File: src/rtl/pe_arr_feeder.sv
// pe_arr_feeder: skews activation/weight beats onto the edges of a PE array.
// Optional beat counter is built only when PE_ARR_FEEDER_PERF_CNT_EN is defined.
module pe_arr_feeder_lane #(
   parameter int K = 0
) (
   input  logic       clk,
   input  logic       rstn,
   input  logic       i_vld,
   input  logic [7:0] i_dat,
   output logic       o_vld,
   output logic [7:0] o_dat
);
   logic [K:0][7:0] r_d;
   logic [K:0]      r_v;
   logic [K:0][7:0] w_d_nxt;
   logic [K:0]      w_v_nxt;
   logic [7:0]      w_in;

   assign w_in = i_vld ? i_dat : 8'h00;

   if (K == 0) begin : g_s0
      assign w_d_nxt = w_in;
      assign w_v_nxt = i_vld;
   end else begin : g_sn
      assign w_d_nxt = {r_d[K-1:0], w_in};
      assign w_v_nxt = {r_v[K-1:0], i_vld};
   end

   // K+1 stage delay line; bubbles travel as zero data with valid low
   always_ff @(posedge clk or negedge rstn) begin
      if (!rstn) begin
         r_d <= '0;
         r_v <= '0;
      end else begin
         r_d <= w_d_nxt;
         r_v <= w_v_nxt;
      end
   end

   assign o_dat = r_d[K];
   assign o_vld = r_v[K];
endmodule

module pe_arr_feeder #(
   parameter int ROWS = 8,
   parameter int COLS = 8
) (
   input  logic                 clk,
   input  logic                 rstn,
   input  logic                 s_valid,
   output logic                 s_ready,
   input  logic                 s_last,
   input  logic [ROWS*8-1:0]    s_a,
   input  logic [COLS*8-1:0]    s_w,
   output logic [ROWS-1:0][7:0] in_a,
   output logic [COLS-1:0][7:0] in_w,
   output logic                 fire,
   output logic                 busy,
   output logic                 done,
   output logic [15:0]          beat_cnt
);
   localparam int D  = (ROWS > COLS) ? ROWS : COLS;
   localparam int CW = $clog2(D + 1);

   typedef enum logic [1:0] {IDLE, STREAM, FLUSH} state_t;

   state_t          r_state;
   state_t          w_state_nxt;
   logic [CW-1:0]   r_cnt;
   logic [CW-1:0]   w_cnt_nxt;
   logic            r_rdy;
   logic            r_done;
   logic            w_done_nxt;
   logic            w_beat;
   logic [ROWS-1:0] w_va;
   logic [COLS-1:0] w_vw;

   assign w_beat  = s_valid & r_rdy;
   assign s_ready = r_rdy;
   assign done    = r_done;
   assign busy    = (r_state != IDLE);
   assign fire    = (|w_va) | (|w_vw);

   // burst sequencing; flush counter expires as the last lane drains
   always_comb begin
      w_state_nxt = r_state;
      w_cnt_nxt   = r_cnt;
      w_done_nxt  = 1'b0;
      unique case (r_state)
         IDLE: begin
            if (w_beat) begin
               w_state_nxt = s_last ? FLUSH : STREAM;
               w_cnt_nxt   = CW'(D);
            end
         end
         STREAM: begin
            if (w_beat && s_last) begin
               w_state_nxt = FLUSH;
               w_cnt_nxt   = CW'(D);
            end
         end
         FLUSH: begin
            w_cnt_nxt = r_cnt - CW'(1);
            if (r_cnt == CW'(1)) begin
               w_state_nxt = IDLE;
               w_done_nxt  = 1'b1;
            end
         end
         default: w_state_nxt = IDLE;
      endcase
   end

   // state, flush counter, registered ready and done pulse
   always_ff @(posedge clk or negedge rstn) begin
      if (!rstn) begin
         r_state <= IDLE;
         r_cnt   <= '0;
         r_rdy   <= 1'b0;
         r_done  <= 1'b0;
      end else begin
         r_state <= w_state_nxt;
         r_cnt   <= w_cnt_nxt;
         r_rdy   <= (w_state_nxt != FLUSH);
         r_done  <= w_done_nxt;
      end
   end

`ifdef PE_ARR_FEEDER_PERF_CNT_EN
   logic [15:0] r_beat_cnt;

   // beats of the current burst; restarts on the first beat taken in IDLE
   always_ff @(posedge clk or negedge rstn) begin
      if (!rstn) begin
         r_beat_cnt <= '0;
      end else if (w_beat) begin
         if (r_state == IDLE) begin
            r_beat_cnt <= 16'd1;
         end else if (r_beat_cnt != 16'hFFFF) begin
            r_beat_cnt <= r_beat_cnt + 16'd1;
         end
      end
   end

   assign beat_cnt = r_beat_cnt;
`else
   assign beat_cnt = '0;
`endif

   for (genvar k = 0; k < ROWS; k++) begin : g_a
      pe_arr_feeder_lane #(.K(k)) u_lane (
         .clk   (clk),
         .rstn  (rstn),
         .i_vld (w_beat),
         .i_dat (s_a[8*k +: 8]),
         .o_vld (w_va[k]),
         .o_dat (in_a[k])
      );
   end

   for (genvar k = 0; k < COLS; k++) begin : g_w
      pe_arr_feeder_lane #(.K(k)) u_lane (
         .clk   (clk),
         .rstn  (rstn),
         .i_vld (w_beat),
         .i_dat (s_w[8*k +: 8]),
         .o_vld (w_vw[k]),
         .o_dat (in_w[k])
      );
   end
endmodule

File: config.mk
export PLATFORM = sky130hd
export DESIGN_NAME = pe_arr_feeder
export DESIGN_NICKNAME = d
export VERILOG_FILES = /design/src/rtl/pe_arr_feeder.sv
export SDC_FILE = /design/constraint.sdc
export NUM_CORES = 1
export LEC_CHECK = 0
export BUFFER_PORTS_ARGS = -buffer_cell sky130_fd_sc_hd__buf_2
export CAP_MARGIN = 20
export CORE_ASPECT_RATIO = 1.2
export CORE_MARGIN = 1
export CORE_UTILIZATION = 55
export CTS_BUF_LIST = sky130_fd_sc_hd__clkbuf_16
export DETAILED_ROUTE_END_ITERATION = 6
export GPL_TIMING_DRIVEN = 0
export PLACE_DENSITY = 0.78
export SYNTH_ARGS = -nofsm -noshare
export SYNTH_HDL_FRONTEND = slang
export SYNTH_SLANG_ARGS = --single-unit
File: constraint.sdc
create_clock -name clk -period 2.6 [get_ports clk]
set_input_delay 0.78 -clock clk [delete_from_list [all_inputs] [get_ports clk]]
set_output_delay 0.78 -clock clk [all_outputs]
set_load 0.01 [all_outputs]
# After elaboration in Yosys (flattened, before gate mapping)
# Index checks and enable logic that the tools add are counted.
[totals]
input_bits = 132
regBits = 655
out_inout_bits = 148
[op_classes]
muxes = 26
bitwise_logic = 2
add_sub_neg = 1
eq_ne = 6
n_reduce_logical = 7
[ops]
columns = ["op", "n"]
rows = [
  ["2-to-1 mux 8 bit", 16],
  ["OR reduction 8 bit", 2],
  ["case mux 4 bit (3 select lines)", 1],
  ["2-to-1 mux 2 bit", 4],
  ["2-to-1 mux 4 bit", 2],
  ["case mux 2 bit (3 select lines)", 1],
  ["equality test 4 x 1 -> 1 bit, second input constant", 1],
  ["!= test 2 bit, second input constant", 2],
  ["subtractor 4 x 1 -> 4 bit, second input constant", 1],
  ["AND reduction 3 bit", 1],
  ["nonzero test 3 bit", 1],
  ["equality test 2 x 1 -> 1 bit, second input constant", 1],
  ["equality test 2 bit, second input constant", 1],
  ["zero test 2 bit", 1],
  ["2-to-1 mux 1 bit", 2],
  ["!= test 2 x 1 -> 1 bit, second input constant", 1],
  ["nonzero test 2 bit", 1],
  ["bitwise AND 1 bit", 1],
  ["logical AND 1 bit", 1],
  ["bitwise OR 1 bit", 1],
]

# Longest topological paths before layout
[depth]
ltp_word = 5
depth_mapped = 5

# Modules after synthesis
# Synthesis repeated with hierarchy kept, for this count alone.
[unflattened]
cells_unflattened = 948
area_unflattened_um2 = 18417.7
[modules_own_cells]
columns = ["mod", "area_per_inst_um2", "n_inst", "cells_each", "seq_area_each_um2"]
rows = [
  ["pe_arr_feeder_lane at g_a[7].u_lane ...", 1911.8, 2, 88, 1801.7],
  ["pe_arr_feeder_lane at g_a[6].u_lane ...", 1686.6, 2, 79, 1576.5],
  ["pe_arr_feeder_lane at g_a[5].u_lane ...", 1461.4, 2, 70, 1351.3],
  ["pe_arr_feeder_lane at g_a[4].u_lane ...", 1236.2, 2, 61, 1126.1],
  ["pe_arr_feeder_lane at g_a[3].u_lane ...", 1011.0, 2, 52, 900.9],
  ["pe_arr_feeder_lane at g_a[2].u_lane ...", 785.8, 2, 43, 675.6],
  ["pe_arr_feeder_lane at g_a[1].u_lane ...", 560.5, 2, 34, 450.4],
  ["pe_arr_feeder", 560.5, 1, 60, 200.2],
  ["pe_arr_feeder_lane at g_a[0].u_lane ...", 275.3, 2, 17, 225.2],
]

# Worst setup path after synthesis
# OpenSTA, ideal clock, no wires.
[synth_timing]
path_kind = "reg-to-output"
startpoint = "register r_state[1]"
endpoint = "output busy"
t_arrival_ns = 0.798
n_path_buf = 1
required_time_ns = 1.820
stages_incl_launch_ff = 3
path_slack_ns = 1.022
path_cell_list = "dfrtp_1 > buf_4 > or2_2"
[synth_via]
elab_chain_len = 1
[synth_rtl]
columns = ["element", "line", "text"]
rows = [
  ["start, declared", "67", "state_t r_state;"],
  ["start signal, assigned", "121", "r_state <= w_state_nxt;"],
  ["nonzero test 2 bit", "81", "assign busy = (r_state != IDLE);"],
  ["end, declared", "58", "output logic busy,"],
]
# Every way passes these cells.

# Worst setup path in the final report
# Ends and elaborated chain as after synthesis.

==> reports/summary.txt <==
Worst Max-Slew Pin Slew: 0.6858 ns
Crit Reg-Reg Endpoint: g_a[7].u_lane.r_d[6]$_DFF_PN0_
Setup Skew: 0.01345 ns
Total GRT Usage: 18.65%
area of the mapped netlist: 16930 µm²
filler-free cell count of the finished design: 1688
library cell occupying the most area in the post-synthesis netlist: sky130_fd_sc_hd__dfrtp_1
max-slew violation total from the final report: 0
async set or reset register ratio after synthesis: 100.0%
leak pwr: 0.01150 µW
width of the chip: 162.1 µm
Cell variety after synth: 28
final hold viol count: 0
post-detail-place hpwl: 17070 µm
Mapped Cells: 908
clock net sink count: 592
vias per inst: 4.544
peak supply drop: 0.6020 mV
post-route ant nets: 0
post-route minimum period: 2.342 ns
WL per Instance: 16.44 µm
number of buffers on the longest clock path: 3
DR WL met3: 1461 µm
share of cells above drive strength 1: 38.52%
number of CTS-inserted buffers: 52
pre-CTS setup slack: -0.5333 ns
CTS tree: yes
min-delay worst type: input port to async pin
sort of element at the start of the critical path: register
initial antenna violation count: 7
total core area: 30390 µm²
count of flip-flops with a built-in enable after synthesis: 0
Post-Route Setup TNS: 0 ns
Worst EP arrival: 1.56 ns
global-route wire length before repair: 43970 µm
data required time at the worst endpoint: 1.82 ns
Post-CTS Hold Fix Bufs: 0
buffers added on ports: 263
met1 layer wirelength in the final routing: 9936 µm
detailed-routed wire length on met2: 15330 µm
total number of vias: 7670
clock-pin slew on the worst setup and hold paths: 0.06 ns
worst stage delay on the critical path: 0.38 ns
unrepaired setup endpoints after global routing: no
number of DRC violations after detailed-routing iteration 0: 376
power per cell area: 988.5 nW/µm²
via count of the first global-routing pass: 8404
cells taking the most area after synthesis: sky130_fd_sc_hd__dfrtp_1 (88%), sky130_fd_sc_hd__buf_4 (5.7%), sky130_fd_sc_hd__and3_1 (4.8%)
Setup crit end kind: primary output
Total Nets Final: 1379
Worst R2R Setup Slack: 1.27 ns
Post-Syn Area per Cell: 18.64 µm²
Die ar.: 31480 µm²
Yosys reg bits: 592
run status: completed
number of levels the H-tree was split into: 2
placer congestion estimate: 0.8245
chain of cells forming the critical path: buf_4, or2_2, buf_2
worst reg2reg path startpoint: s_ready$_DFF_PN0_
most frequently used cell type in the post-synthesis netlist: sky130_fd_sc_hd__dfrtp_1
Detailed Route WL: 27750 µm
Clock Root Buffer: sky130_fd_sc_hd__clkbuf_16
starting density of the core: 55.69%
number of core rows: 70
number of buffers inserted by post-CTS setup repair: 0
share of the yosys chip area belonging to registers: 87.52%
die height: 194.2 µm
number of buffer and inverter instances along the worst setup path: 2
Layout Area Growth over Synthesis: 21.79%
top cell types by occurrence after synthesis: sky130_fd_sc_hd__dfrtp_1 (592), sky130_fd_sc_hd__and3_1 (129), sky130_fd_sc_hd__buf_4 (129), sky130_fd_sc_hd__buf_2 (22), sky130_fd_sc_hd__inv_1 (5)
kind of critical path: register to primary output
setup violation total in the final timing report: 0
number of cells traversed by the worst register-to-register path: 3
first drt pass iteration count: 4
number of remaining DRC errors: 0
total instance count after detailed placement: 1586
smallest setup slack after layout: 0.2576 ns
global-route congestion overflow total: 0
number of ports placed on the die boundary: 280
kind of cell adding the most delay to the critical path: flip-flops
synth warn: 0
highest routed metal layer: met4
pin count of the biggest net entering global routing: 130
Tcrit/Tclk final: 90.09%
fill cell instance count of the final layout: 1948
Slowest cell on crit path: sky130_fd_sc_hd__dfrtp_1
Achievable Freq: 426.9 MHz
most instantiated flip-flop cell in the synthesis netlist: sky130_fd_sc_hd__dfrtp_1
count of maximum capacitance violations: 0
worst-skew pair later-pin latency: 0.56 ns
worst slew margin relative to its limit: 54.28%
critical path peak fanout: 10
number of gates resized after cts: 0
share of Yosys cell area claimed by the top area cell type: 87.52%
-- stage by stage --
stage	total power, µW	utilization [%]	instance area (µm²)	hold WS (ns)
detailed placement	13230	62.24	18910	0.3347
global route	21300	67.83	20610	0.2431
finish	20380	67.83	20610	0.1648
floorplan	12200	-	16980	0.3312
CTS	20660	67.67	20570	0.3112
global placement	13020	61.84	18790	0.3312
-- placed cells by master, fill, tap and decap left out, drive strengths merged, types with 2 or more instances in the layout --
master / synthesis / layout
buf: 151 / 418
nand2: 2 / 2
nand4: 2 / 2
clkinvlp: 0 / 3
inv: 5 / 20
dfrtp: 592 / 592
diode: 0 / 7
clkbuf: 6 / 61
ha: 2 / 2
and3: 129 / 129
conb: 1 / 16
nor4: 2 / 2
bufinv: 0 / 4
clkinv: 0 / 18
-- cell families after synthesis --
family	synth area share, %
AND/OR/NAND/NOR	5.293
AO/OA/AOI/OAI	0.3105
buffers and inverters	6.646
flip-flops	87.52
other	0.02215
multiplexers	0.05914
adder cells (fa/ha/maj)	0.1478
-- layout make-up --
cell class                 count  area [µm²]  area share (%)
inverter                       5       18.77         0.09104
buffer                       157        1106           5.365
clock inverter                40       301.5           1.463
clock buffer                  54        1351           6.555
timing repair buffer         268        1466           7.113
antenna                        7       17.52         0.08497
multi-input combinational    169        1044           5.062
sequential                   592       14810           71.86
tap                          396       495.5           2.403
-- routing by layer --
| metal | GRT usage, % | up-vias |
|---|---|---|
| met5 | 0 | - |
| met4 | 8.421 | 0 |
| met3 | 4.150 | 65 |
| met2 | 33.44 | 254 |
| met1 | 21.16 | 3909 |
| li1 | - | 3442 |
-- worst register-to-register path, cell delays in order (launching register included) --
cell and delay, ns:
sky130_fd_sc_hd__dfrtp_1 0.41, sky130_fd_sc_hd__buf_2 0.34, sky130_fd_sc_hd__buf_2 0.26, sky130_fd_sc_hd__and3_1 0.24
-- registers in the layout, summed over array words and instances, names as in the netlist --
name and flops:
g_a.u_lane.r_d 224, g_w.u_lane.r_d 224, g_a.u_lane.o_dat 64, g_w.u_lane.o_dat 64, g_w.u_lane.r_v 6, r_cnt 4
g_a.u_lane.r_v 2, r_state 2, done 1, s_ready 1
-- worst max-delay path by stage --
stage                                       endpoint            startpoint  depth (start not counted)
global placement     g_a[4].u_lane.r_d[31]$_DFF_PN0_                  rstn                          1
detailed placement  g_a[4].u_lane.o_dat[7]$_DFF_PN0_                  rstn                          4
CTS                  g_a[5].u_lane.r_d[39]$_DFF_PN0_                  rstn                          4
global route         g_a[5].u_lane.r_d[39]$_DFF_PN0_                  rstn                          4
floorplan                                       busy  r_state[1]$_DFF_PN0_                          2
finish                                          busy  r_state[1]$_DFF_PN0_                          3
-- report_power, final --
part           leakage [µW]  internal, µW  switching [µW]  total, µW
sequential          0.00781         10600             473      11100
combinational       0.00284           926            1020       1950
clock              0.000851          4160            3150       7310
No activity file was read; power rests on OpenSTA's default activity.
